$ cat config.mk
export PLATFORM = sky130hd
export DESIGN_NAME = uart_cmd_ctrl
export DESIGN_NICKNAME = d
export VERILOG_FILES = /design/src/rtl/uart_cmd_ctrl.sv
export SDC_FILE = /design/constraint.sdc
export NUM_CORES = 1
export LEC_CHECK = 0
export CAP_MARGIN = 20
export CORE_ASPECT_RATIO = 0.5
export CORE_MARGIN = 2
export CORE_UTILIZATION = 50
export CTS_CLUSTER_SIZE = 10
export DETAILED_ROUTE_END_ITERATION = 16
export HOLD_SLACK_MARGIN = 0.05
export PLACE_DENSITY = 0.74
export SLEW_MARGIN = 20
export SYNTH_ARGS = -nofsm -noshare
export SYNTH_HDL_FRONTEND = slang
export SYNTH_SLANG_ARGS = --single-unit
$ cat constraint.sdc
create_clock -name clk_50mhz -period 2.1 [get_ports clk_50mhz]
set_input_delay 0.21 -clock clk_50mhz [delete_from_list [all_inputs] [get_ports clk_50mhz]]
set_output_delay 0.21 -clock clk_50mhz [all_outputs]
set_load 0.02 [all_outputs]
$ cat src/rtl/uart_cmd_ctrl.sv
// Framed UART command controller: SOF/CMD/ARG/CHK frames drive an LED register, with a 2-byte status reply.
// Optional `UART_CMD_READBACK_EN` adds CMD 0x06 (GET) returning the current led_out value.
module uart_cmd_ctrl #(
    parameter int          NUM_LEDS        = 4,
    parameter int          CLK_FREQ_HZ     = 25_000_000,
    parameter int          BYTE_TIMEOUT_US = 1000,
    parameter logic [7:0]  SOF_BYTE        = 8'h55,
    parameter logic [7:0]  ACK_BYTE        = 8'hAA,
    parameter logic [7:0]  NAK_BYTE        = 8'hEE
) (
    input  logic                clk_50mhz,
    input  logic                reset_n,
    input  logic                rx_dv,
    input  logic [7:0]          rx_byte,
    input  logic                tx_active,
    input  logic                tx_done,
    output logic                tx_dv,
    output logic [7:0]          tx_byte,
    output logic [NUM_LEDS-1:0] led_out,
    output logic [7:0]          frame_err_cnt,
    output logic                busy
);

    // state   | meaning
    // IDLE    | hunting for SOF, other bytes discarded
    // GET_CMD | waiting for command byte (timeout armed)
    // GET_ARG | waiting for argument byte (timeout armed)
    // GET_CHK | waiting for checksum byte (timeout armed)
    // EXEC    | decode frame, update led_out, latch status/data
    // TX0/W0  | send status byte, wait for tx_done
    // TX1/W1  | send data byte, wait for tx_done
    localparam logic [3:0] S_IDLE    = 4'd0;
    localparam logic [3:0] S_GET_CMD = 4'd1;
    localparam logic [3:0] S_GET_ARG = 4'd2;
    localparam logic [3:0] S_GET_CHK = 4'd3;
    localparam logic [3:0] S_EXEC    = 4'd4;
    localparam logic [3:0] S_TX0     = 4'd5;
    localparam logic [3:0] S_W0      = 4'd6;
    localparam logic [3:0] S_TX1     = 4'd7;
    localparam logic [3:0] S_W1      = 4'd8;

    localparam int TO_CLKS = CLK_FREQ_HZ / 1_000_000 * BYTE_TIMEOUT_US;
    localparam int TO_W    = $clog2(TO_CLKS + 1);

    logic [3:0]          state_q, state_d;
    logic [TO_W-1:0]     to_cnt_q, to_cnt_d;
    logic [7:0]          cmd_q, cmd_d, arg_q, arg_d, chk_q, chk_d;
    logic [7:0]          status_q, status_d, data_q, data_d;
    logic [NUM_LEDS-1:0] led_q, led_d;
    logic                tx_dv_q, tx_dv_d;
    logic [7:0]          tx_byte_q, tx_byte_d;
    logic [7:0]          err_q, err_d;
    logic                err_inc;

    logic [7:0]          ex_status, ex_data;
    logic [NUM_LEDS-1:0] ex_led, bit_mask, bar_mask;
    logic                ex_err, arg_in_range;

    always_comb begin
        for (int i = 0; i < NUM_LEDS; i++) begin
            bit_mask[i] = (arg_q == 8'(i));
            bar_mask[i] = (arg_q > 8'(i));
        end
        arg_in_range = (arg_q < 8'(NUM_LEDS));
        ex_status    = ACK_BYTE;
        ex_data      = cmd_q;
        ex_led       = led_q;
        ex_err       = 1'b0;
        if (chk_q != (cmd_q ^ arg_q)) begin
            ex_status = NAK_BYTE;
            ex_data   = 8'h01;
            ex_err    = 1'b1;
        end else begin
            case (cmd_q)
                8'h01: ex_led = arg_q[NUM_LEDS-1:0];
                8'h02, 8'h03: begin
                    if (!arg_in_range) begin
                        ex_status = NAK_BYTE;
                        ex_data   = 8'h02;
                        ex_err    = 1'b1;
                    end else if (cmd_q == 8'h02) begin
                        ex_led = led_q | bit_mask;
                    end else begin
                        ex_led = led_q & ~bit_mask;
                    end
                end
                8'h04: ex_led = ~led_q;
                8'h05: ex_led = bar_mask;
`ifdef UART_CMD_READBACK_EN
                8'h06: ex_data = 8'(led_q);
`endif
                default: begin
                    ex_status = NAK_BYTE;
                    ex_data   = 8'h03;
                    ex_err    = 1'b1;
                end
            endcase
        end
    end

    always_comb begin
        state_d   = state_q;
        to_cnt_d  = to_cnt_q;
        cmd_d     = cmd_q;
        arg_d     = arg_q;
        chk_d     = chk_q;
        status_d  = status_q;
        data_d    = data_q;
        led_d     = led_q;
        tx_dv_d   = 1'b0;
        tx_byte_d = tx_byte_q;
        err_inc   = 1'b0;
        case (state_q)
            S_IDLE: begin
                if (rx_dv && rx_byte == SOF_BYTE) begin
                    state_d  = S_GET_CMD;
                    to_cnt_d = '0;
                end
            end
            S_GET_CMD, S_GET_ARG, S_GET_CHK: begin
                if (rx_dv) begin
                    to_cnt_d = '0;
                    if (state_q == S_GET_CMD) begin
                        cmd_d   = rx_byte;
                        state_d = S_GET_ARG;
                    end else if (state_q == S_GET_ARG) begin
                        arg_d   = rx_byte;
                        state_d = S_GET_CHK;
                    end else begin
                        chk_d   = rx_byte;
                        state_d = S_EXEC;
                    end
                end else if (to_cnt_q == TO_W'(TO_CLKS)) begin
                    err_inc  = 1'b1;
                    to_cnt_d = '0;
                    state_d  = S_IDLE;
                end else begin
                    to_cnt_d = to_cnt_q + 1'b1;
                end
            end
            S_EXEC: begin
                status_d = ex_status;
                data_d   = ex_data;
                led_d    = ex_led;
                err_inc  = ex_err;
                state_d  = S_TX0;
            end
            S_TX0: begin
                if (!tx_active) begin
                    tx_dv_d   = 1'b1;
                    tx_byte_d = status_q;
                    state_d   = S_W0;
                end
            end
            S_W0: if (tx_done) state_d = S_TX1;
            S_TX1: begin
                if (!tx_active) begin
                    tx_dv_d   = 1'b1;
                    tx_byte_d = data_q;
                    state_d   = S_W1;
                end
            end
            S_W1: if (tx_done) state_d = S_IDLE;
            default: state_d = S_IDLE;
        endcase
        err_d = (err_inc && err_q != 8'hFF) ? err_q + 8'd1 : err_q;
    end

    always_ff @(posedge clk_50mhz or negedge reset_n) begin
        if (!reset_n) begin
            state_q   <= S_IDLE;
            to_cnt_q  <= '0;
            cmd_q     <= '0;
            arg_q     <= '0;
            chk_q     <= '0;
            status_q  <= '0;
            data_q    <= '0;
            led_q     <= '0;
            tx_dv_q   <= 1'b0;
            tx_byte_q <= '0;
            err_q     <= '0;
        end else begin
            state_q   <= state_d;
            to_cnt_q  <= to_cnt_d;
            cmd_q     <= cmd_d;
            arg_q     <= arg_d;
            chk_q     <= chk_d;
            status_q  <= status_d;
            data_q    <= data_d;
            led_q     <= led_d;
            tx_dv_q   <= tx_dv_d;
            tx_byte_q <= tx_byte_d;
            err_q     <= err_d;
        end
    end

    assign tx_dv         = tx_dv_q;
    assign tx_byte       = tx_byte_q;
    assign led_out       = led_q;
    assign frame_err_cnt = err_q;
    assign busy          = (state_q != S_IDLE);

endmodule

==> flow_metrics.env <==
export IMPL_synth_area_sq_mm=0.00386
export IMPL_io_buffers=34
export IMPL_critPathBufInv=1
export IMPL_areaGrowthSynthToFinish_pct=33.9
export IMPL_grt_use_total=0.240
export IMPL_placed_cell_area_sq_mm=0.00461
export IMPL_antenna_cells=0
export IMPL_drc_errors=0
export IMPL_violations="setup timing"
export IMPL_fin_util=0.699
export IMPL_wire_per_inst_um=16.4
export IMPL_fin_total_pwr_mw=7.20
export IMPL_dr_pass1_iters=5
export IMPL_seq_area_frac_synth=0.479
export IMPL_startpoint_type="flop"
export IMPL_rr_startpoint="to_cnt_q[12]"
export IMPL_slew_headroom=0.656
export IMPL_ys_dominant_reg_cell="dfrtp_1"
export IMPL_drive_gt1_frac=0.299
export IMPL_layout_commonest_cell="dfrtp_1"
export IMPL_p_per_area_mw_per_mm2=1390
export IMPL_crit_path_end_kind="flop"
export IMPL_die_y_um=66.2
export IMPL_slew_violations=0
export IMPL_cp_slowest_stage_delay_ps=550
export IMPL_worst_slack_ps=-187
export IMPL_cts_root_buf="clkbuf_16"
export IMPL_initial_core_util=0.522
export IMPL_async_reset_ff_frac=1.00
export IMPL_yosysWarnings=0
export IMPL_rsz0062_at_grt="true"
export IMPL_critical_path_top_delay_family="simple AND/OR/NAND/NOR gates"
export IMPL_fp_row_count=22
export IMPL_min_path_type="in -> async"
export IMPL_multi_input_area_sq_mm=0.00206
export IMPL_min_period_over_period=1.09
export IMPL_drt_iter0_drc=314
export IMPL_die_area_sq_mm=0.00849
export IMPL_die_w_um=128
export IMPL_final_cell_mix="dfrtp_1 (71), buf_4 (48), clkdlybuf4s50_1 (33)"
export IMPL_skew_ps=7.76
export IMPL_viasPerCell=5.72
export IMPL_grt_pass1_wl_um=15400
export IMPL_crit_chain="or4b_4, nor4_4, a211oi_2, a211oi_4, buf_6, nand4_1, xnor2_1"
export IMPL_globalRouteOverflowTotal=0
export IMPL_synthesis_nets=387
export IMPL_worst_ep_arrival_time_ps=2510
export IMPL_critical_path_class="reg -> reg"
export IMPL_period_needed_ps=2290
export IMPL_htree_levels=3
export IMPL_ios=35
export IMPL_nFillCells=507
export IMPL_cap_violations=0
export IMPL_ff_latch_area_sq_mm=0.00186
export IMPL_syn_area_per_cell_sq_um=10.4
export IMPL_fmax_mhz=437
export IMPL_ys_ff_latch=74
export IMPL_worstPathRequired_ps=2320
export IMPL_cts_clk_slew_worst_paths_ps=50
export IMPL_clock_sinks=74
export IMPL_globalplace_congestion=0.894
export IMPL_finalSetupViolations=19
export IMPL_cts_buffer_depth=2
export IMPL_finalHoldViolCount=0
export IMPL_drtAntennaViolNets=0
export IMPL_synth_distinct_cells=53
export IMPL_outcome="finished with violations"
export IMPL_dp_hpwl_um=6100
export IMPL_synthCells=371
export IMPL_worstMarginPinSlew_ps=516
export IMPL_final_nets=472
export IMPL_crit_slowest_cell="or4b_4"
export IMPL_numCtsBuffers=9
export IMPL_synth_edff_count=0
export IMPL_via_count=3184
export IMPL_cts_tree="yes"
export IMPL_power_leakage_nw=2.26
export IMPL_worst_skew_pair_late_latency_ps=340
export IMPL_antenna_found_initial=0
export IMPL_grt_max_degree=29
export IMPL_ir_worst_vdd_mv=0.773
export IMPL_design_core_area_sq_mm=0.00740
export IMPL_fin_area_sq_mm=0.00517
export IMPL_grt_pass1_vias=3158
export IMPL_wl_um=9120
export IMPL_crit_fanout=7
export IMPL_startpoint="to_cnt_q[12]"
## stage by stage
stage / setup slack (ps) / hold WS [ps] / std cells / setup TNS, ps
finish: -187 / 390 / 557 / -1580
global route: -289 / 436 / 557 / -3620
CTS: -187 / 389 / 552 / -1410
detailed placement: -238 / 208 / 528 / -2670
global placement: -112 / 205 / 528 / -1080
floorplan: -118 / -85.6 / 371 / -564
## worst reg2reg max path: cells and delay by family, from the launching register on
family	cells	cell delay (ps)
simple gates	3	1080
compound gates	2	390
flops	1	380
xor+xnor	1	160
buf+inv	1	160
## sequential cells by signal, indices dropped and copies added, names as in the netlist
name,cells
data_q,8
chk_q,8
frame_err_cnt,8
led_out,4
state_q,4
tx_byte,8
tx_dv,1
to_cnt_q,15
status_q,2
arg_q,8
cmd_q,8
## final cells by class
cell class	instances	area share
tap	96	0.0232
multi-input combinational	268	0.398
clock inverter	2	0.00193
timing repair buffer	91	0.156
sequential	74	0.359
inverter	12	0.00871
clock buffer	14	0.0530
## cells in the mapped netlist, drive strengths merged, types with 2 or more instances
cell,n,area share
a211oi,4,0.011
a21oi,16,0.021
a31oi,4,0.0065
and2,8,0.013
and3,6,0.0097
buf,2,0.0032
clkbuf,15,0.015
dfrtp,74,0.48
ha,3,0.0097
inv,12,0.012
mux2,27,0.079
mux2i,3,0.0078
nand2,35,0.034
nand2b,5,0.0081
nand3,11,0.014
nand3b,2,0.0039
nand4,8,0.017
nand4b,5,0.011
nor2,29,0.028
nor2b,9,0.015
nor3,5,0.0065
nor3b,2,0.0039
nor4,6,0.015
o21ai,27,0.035
o22ai,5,0.0081
o31ai,7,0.014
o41ai,5,0.011
or2,4,0.0065
or4b,2,0.0062
xnor2,7,0.016
xnor3,8,0.047
xor2,2,0.0045
## where the power goes
part           total [mW]  internal (mW)  leakage (nW)  switching, mW
Clock                1.45          0.893         0.143          0.562
Combinational        3.45           1.81          1.19           1.63
Sequential           2.30           1.86         0.933          0.435
Total                7.20           4.57          2.26           2.63
## kinds of logic after synthesis
kind of cell | count (synthesis) | synth area share
AO/OA/AOI/OAI | 78 | 0.129
XOR/XNOR | 17 | 0.0670
adder cells (fa/ha/maj) | 3 | 0.00972
buffers and inverters | 29 | 0.0295
flip-flops | 74 | 0.479
multiplexers | 30 | 0.0865
AND/OR/NAND/NOR | 140 | 0.199
## layer usage
layer	wire [um]	global-route usage	part of all wire	vias up
met4	161	0.102	0.018	0
met2	4390	0.388	0.48	97
met5	0	0	0	-
li1	-	-	-	1500
met3	444	0.0672	0.049	12
met1	4130	0.307	0.45	1575
## repair_timing
action / CTS / global route
endpoints found under the setup margin: 23 / 33
setup buffers: 6 / 6
gates resized for setup: 27 / 30
pin swaps: 9 / 12
cloned: 1 / 0
hold endpoints to repair: 19 / 0
hold buffers: 1 / 0
## worst paths after layout
check                                   end  slack, ps  cells after the start
min reg2reg                     status_q[5]        470                      1
min                                chk_q[4]        390                      2
min in group clk_50mhz           state_q[3]        460                      2
max reg2reg                frame_err_cnt[3]       -190                      7
max                        frame_err_cnt[3]       -190                      7
max in group asynchronous          arg_q[4]        930                      3
No activity file was read; power rests on OpenSTA's default activity.
